`config.mk`:
```
export PLATFORM = sky130hd
export DESIGN_NAME = cdpga_pll_seq
export DESIGN_NICKNAME = d
export VERILOG_FILES = /design/src/rtl/cdpga_pll_pkg.sv /design/src/rtl/cdpga_ce_div.sv /design/src/rtl/cdpga_pll_seq.sv
export SDC_FILE = /design/constraint.sdc
export NUM_CORES = 1
export LEC_CHECK = 0
export ABC_CLOCK_PERIOD_IN_PS = 4400
export CAP_MARGIN = 20
export CELL_PAD_IN_SITES_DETAIL_PLACEMENT = 2
export CELL_PAD_IN_SITES_GLOBAL_PLACEMENT = 2
export CORE_UTILIZATION = 28
export CTS_CLUSTER_SIZE = 24
export DETAILED_ROUTE_END_ITERATION = 10
export PLACE_DENSITY_LB_ADDON = 0.05
export SLEW_MARGIN = 5
export SYNTH_ARGS = -nofsm -noshare
export SYNTH_HDL_FRONTEND = slang
export SYNTH_SLANG_ARGS = --single-unit
```
`constraint.sdc`:
```
create_clock -name REFERENCECLK -period 4.4 [get_ports REFERENCECLK]
set_input_delay 0.66 -clock REFERENCECLK [delete_from_list [all_inputs] [get_ports REFERENCECLK]]
set_output_delay 0.66 -clock REFERENCECLK [all_outputs]
set_load 0.1 [all_outputs]
```
`src/rtl/cdpga_pll_pkg.sv`:
```
// Shared constants for the PLL lock qualifier / reset sequencer.
// State encodings are plain localparams so the debug STATE port matches legacy tooling.
package cdpga_pll_pkg;

  localparam int STATE_W = 2;

  localparam logic [STATE_W-1:0] S_WAIT    = 2'd0;
  localparam logic [STATE_W-1:0] S_RELEASE = 2'd1;
  localparam logic [STATE_W-1:0] S_RUN     = 2'd2;

endpackage

```
`src/rtl/cdpga_ce_div.sv`:
```
// One clock-enable channel: strobes once every div cycles (div=0 acts as 1).
// The >= compare lets a shrinking divide take effect on the next edge instead of wrapping.
module cdpga_ce_div #(
  parameter int DIV_W = 8
) (
  input  logic             clk,
  input  logic             clear,
  input  logic [DIV_W-1:0] div,
  output logic             ce
);

  logic [DIV_W-1:0] cnt_q;
  logic [DIV_W-1:0] cnt_d;
  logic [DIV_W-1:0] last_cnt;
  logic             ce_d;

  always_comb begin
    last_cnt = (div == '0) ? '0 : div - DIV_W'(1);
    cnt_d    = cnt_q + DIV_W'(1);
    ce_d     = 1'b0;
    if (cnt_q >= last_cnt) begin
      cnt_d = '0;
      ce_d  = 1'b1;
    end
  end

  always_ff @(posedge clk) begin
    if (clear) begin
      cnt_q <= '0;
      ce    <= 1'b0;
    end else begin
      cnt_q <= cnt_d;
      ce    <= ce_d;
    end
  end

endmodule

```
`src/rtl/cdpga_pll_seq.sv`:
```
// Lock qualifier and staggered reset sequencer for the PLL output domain.
// Any loss of EXT_LOCK after qualification drops everything back to S_WAIT on the same edge.
module cdpga_pll_seq
  import cdpga_pll_pkg::*;
#(
  parameter int LOCK_CYCLES = 8,
  parameter int N_DOMAINS   = 3,
  parameter int STAGGER     = 4,
  parameter int N_CE        = 2,
  parameter int DIV_W       = 8
) (
  input  logic                    REFERENCECLK,
  input  logic                    RESET,
  input  logic                    EXT_LOCK,
  input  logic [N_CE*DIV_W-1:0]   CE_DIV,
  output logic                    LOCK,
  output logic [N_DOMAINS-1:0]    RESET_N,
  output logic [N_CE-1:0]         CLK_EN,
  output logic [STATE_W-1:0]      STATE
);

  localparam int LCW = $clog2(LOCK_CYCLES + 1);
  localparam int SCW = $clog2(STAGGER * N_DOMAINS + 1);

  localparam logic [LCW-1:0] LOCK_LAST = LCW'(LOCK_CYCLES - 1);
  localparam logic [SCW-1:0] STG_MAX   = SCW'(STAGGER * N_DOMAINS);

  logic [STATE_W-1:0]   state_q, state_d;
  logic                 lock_q, lock_d;
  logic [N_DOMAINS-1:0] rst_n_q, rst_n_d;
  logic [LCW-1:0]       lock_cnt_q, lock_cnt_d;
  logic [SCW-1:0]       stg_cnt_q, stg_cnt_d;
  logic [N_DOMAINS-1:0] rel_hit;
  logic                 ce_clear;

  // Domain gi is released on the edge where stg_cnt_q sits at its last pre-release count.
  for (genvar gi = 0; gi < N_DOMAINS; gi++) begin : g_rel
    assign rel_hit[gi] = (stg_cnt_q == SCW'(STAGGER * (gi + 1) - 1));
  end

  always_comb begin
    state_d    = state_q;
    lock_d     = lock_q;
    rst_n_d    = rst_n_q;
    lock_cnt_d = lock_cnt_q;
    stg_cnt_d  = stg_cnt_q;
    case (state_q)
      S_WAIT: begin
        if (!EXT_LOCK) begin
          lock_cnt_d = '0;
        end else if (lock_cnt_q == LOCK_LAST) begin
          state_d    = S_RELEASE;
          lock_d     = 1'b1;
          lock_cnt_d = '0;
          stg_cnt_d  = '0;
        end else begin
          lock_cnt_d = lock_cnt_q + LCW'(1);
        end
      end
      S_RELEASE, S_RUN: begin
        if (!EXT_LOCK) begin
          state_d    = S_WAIT;
          lock_d     = 1'b0;
          rst_n_d    = '0;
          lock_cnt_d = '0;
          stg_cnt_d  = '0;
        end else if (state_q == S_RELEASE) begin
          rst_n_d = rst_n_q | rel_hit;
          if (stg_cnt_q != STG_MAX) begin
            stg_cnt_d = stg_cnt_q + SCW'(1);
          end
          if (rel_hit[N_DOMAINS-1]) begin
            state_d = S_RUN;
          end
        end
      end
      default: begin
        state_d    = S_WAIT;
        lock_d     = 1'b0;
        rst_n_d    = '0;
        lock_cnt_d = '0;
        stg_cnt_d  = '0;
      end
    endcase
  end

  always_ff @(posedge REFERENCECLK) begin
    if (RESET) begin
      state_q    <= S_WAIT;
      lock_q     <= 1'b0;
      rst_n_q    <= '0;
      lock_cnt_q <= '0;
      stg_cnt_q  <= '0;
    end else begin
      state_q    <= state_d;
      lock_q     <= lock_d;
      rst_n_q    <= rst_n_d;
      lock_cnt_q <= lock_cnt_d;
      stg_cnt_q  <= stg_cnt_d;
    end
  end

  // Dividers run only across edges where LOCK is high before and after, so the
  // LOCK-rising edge counts as edge 0 and a lock-loss edge already forces CLK_EN low.
  assign ce_clear = RESET | ~(lock_q & lock_d);

  for (genvar gi = 0; gi < N_CE; gi++) begin : g_ce
    cdpga_ce_div #(
      .DIV_W(DIV_W)
    ) u_ce_div (
      .clk  (REFERENCECLK),
      .clear(ce_clear),
      .div  (CE_DIV[gi*DIV_W +: DIV_W]),
      .ce   (CLK_EN[gi])
    );
  end

  assign LOCK    = lock_q;
  assign RESET_N = rst_n_q;
  assign STATE   = state_q;

endmodule
```
==> results.yml <==
drt:
  final_antenna_net_count: 0
  wl_met2_mm: 2.48
  m1WireLength_mm: 2.43
  routed.top_layer: "met4"
  wl_met3_um: 182
  drt-total-wl_mm: 5.15
  firstDrtPassIters: 4
  drc: 0
  vias: 1846
  vias_per_cell: 4.91
  drt_iter0_drc: 27
  avgRoutedWirePerCell_um: 13.7
floorplanning:
  start_util: 0.291
  core_region_area_um2: 7290
  placement_rows: 31
  die_width_um: 89.0
  die_area_um2: 7930
  ios: 27
  die_h_um: 89.0
pwr:
  ir_drop_uv: 123
  power_density_nw_per_um2: 260
  leakagePower_nw: 1.02
logic_synthesis:
  synthTopCellsByArea: "dfxtp_1, ha_1, xor2_1"
  syn_area_um2: 2120
  synth_warnings: 0
  syn_nets: 293
  synth_ff_type: "dfxtp_1"
  synth_area_per_cell_um2: 8.55
  seq_area_frac_synth: 0.302
  synthArstFlopShare: 0
  synthDistinctLibCells: 47
  yosys.area.top_type_share: 0.302
  synth_edf_count: 0
  ys_ff_latch: 32
  synth_top_cell_by_area: "dfxtp_1"
  synth_cells: 248
critical_path:
  reg2reg_setup_slack_ps: 2170
  endpoint_kind: "register"
  slowest_delay_ps: 610
  crit_slowest_cell: "o31ai_2"
  crit_required_ps: 4540
  critical_path_arrival_ps: 3520
  r2r_start: "STATE[1]"
  r2r_end: "g_ce[0].u_ce_div.cnt_q[6]"
  reg2regPathDepth: 6
  startpoint_type: "input port"
  crit_type: "input port to register"
  crit_chain: "clkdlybuf4s50_1 -> inv_1 -> ha_1 -> nor2b_1 -> nand3b_1 -> or3_1 -> and2_1 -> ha_1 -> nand2b_1 -> a21oi_1 -> o31ai_2 -> nor3_1"
  path_max_fanout: 9
  crit_top_cell: "ha_1"
placed_design:
  hpwlAfterDp_mm: 4.00
  io_buffers: 26
  globalplace.congestion: 0.818
  placed_cell_area_um2: 2470
final_layout:
  num_antenna_cells: 0
  final_cell_mix: "dfxtp_1, ha_1, clkdlybuf4s50_1"
  layout-drive-gt1-share: 0.0686
  final_net_count: 321
  fin_area_um2: 2590
  layout_commonest_cell: "dfxtp_1"
  area_delta_synth_final_pct: 22.4
timing:
  fin_crit_ps: 3380
  clock_skew_ps: 3.07
  finalHoldViolations: 0
  rsz0062_at_grt: "no"
  final-setup-viol-count: 0
  finalSetupTns_ps: 0
  finalMaxSlewViolations: 0
  max_slew_margin: 0.335
  period_share: 0.769
  hold-worst-slack_ps: 468
  tightest_slew_ps: 994
  fmaxAchievable_mhz: 296
cts:
  cts_inserted_buffers: 5
  cts_root_buf: "clkbuf_8"
  cts_max_level: 2
  postCtsSetupBuffers: 0
  clk_path_buf_depth: 2
  cts_num_sinks: 32
  cts_tree: "yes"
  clkSlewWorstSetupHoldPaths_ps: 70
  clock_latency_ps: 280
  postCtsResizedCells: 0
  ctsHoldBuffers: 0
global_routing:
  grt_max_degree: 19
  grt_pass1_vias: 1850
  antenna_found_initial: 0
  grt_pass1_wl_mm: 8.73
  grt_overflow: 0
  track_usage: 0.142
min_path:
  hold_path_startpoint: "RESET_N[2]"
  holdPathEnd: "RESET_N[2]"
  hp-class: "register to register"
  hold_depth: 1
flow_run:
  cap_viol_max_count: 0
run_status:
  outcome: "complete, no violations"
state kept, by name, indices dropped and copies added (netlist names):
signal	cells
LOCK	1
RESET_N	3
STATE	2
g_ce.u_ce_div.ce	2
g_ce.u_ce_div.cnt_q	16
lock_cnt_q	4
stg_cnt_q	4
stage by stage:
step	instances	utilization	setup slack [ps]	total power, mW
final	376	0.356	1020	0.674
after global routing	376	0.356	704	0.705
after CTS	376	0.356	938	0.687
after detailed placement	368	0.339	610	0.370
after global placement	368	0.339	769	0.368
after floorplan	248	-	1580	0.337
how the worst max path moves through the flow:
stage	startpoint	to	slack, ps	cells past startpoint
CTS	CE_DIV[9]	g_ce[1].u_ce_div.cnt_q[4]	940	12
global route	CE_DIV[8]	g_ce[1].u_ce_div.cnt_q[4]	700	12
finish	CE_DIV[9]	g_ce[1].u_ce_div.cnt_q[4]	1020	12
detailed placement	CE_DIV[9]	g_ce[1].u_ce_div.cnt_q[4]	610	12
global placement	CE_DIV[8]	g_ce[1].u_ce_div.cnt_q[7]	770	12
floorplan	CE_DIV[8]	g_ce[1].u_ce_div.cnt_q[2]	1580	11
worst max-delay path: cells and delay by family:
kind / cells / cell delay [ps]
AO/OA/AOI/OAI: 2 / 690
buffers and inverters: 2 / 510
AND/OR/NAND/NOR: 6 / 1250
adder cells (fa/ha/maj): 2 / 410
per-layer routing:
metal	global-route usage	up-vias
met2	0.255	28
met1	0.172	879
met3	0.0268	6
li1	-	933
met4	0.0433	0
met5	0	-
Yosys cell counts (2+ instances only):
master    count
dfxtp_1      32
ha_1         26
nor3_1       20
nand2_1      19
nor2_1       18
inv_1        13
a21oi_1      12
nand3_1      12
xor2_1       12
nand2b_1      6
nor2b_1       6
o21a_1        6
xnor2_1       6
mux2i_1       4
o21ai_0       4
or3_1         4
or4_1         4
and3_1        3
o211ai_1      3
o31ai_1       3
a21o_1        2
a22oi_1       2
and2_1        2
buf_2         2
buf_4         2
mux2_2        2
nor4_1        2
o31ai_2       2
cells by family after synthesis:
family | Yosys count | share of synthesized area
AO/OA/AOI/OAI | 41 | 0.133
adder cells (fa/ha/maj) | 26 | 0.153
XOR/XNOR | 18 | 0.0743
AND/OR/NAND/NOR | 106 | 0.266
multiplexers | 6 | 0.0295
buffers and inverters | 19 | 0.0419
flip-flops | 32 | 0.302
power by group:
group	internal (mW)	switching [mW]	leakage (nW)
sequential	0.291	0.00138	0.258
clock	0.200	0.112	0.0645
combinational	0.0348	0.0348	0.697
layout make-up:
type | count | area, um^2
inverter | 14 | 52.6
fill | 875 | 4700
multi-input combinational | 197 | 1390
clock inverter | 1 | 30.0
sequential | 32 | 641
clock buffer | 7 | 96.3
tap | 99 | 124
timing repair buffer | 26 | 260
(Power assumes the default switching activity.)
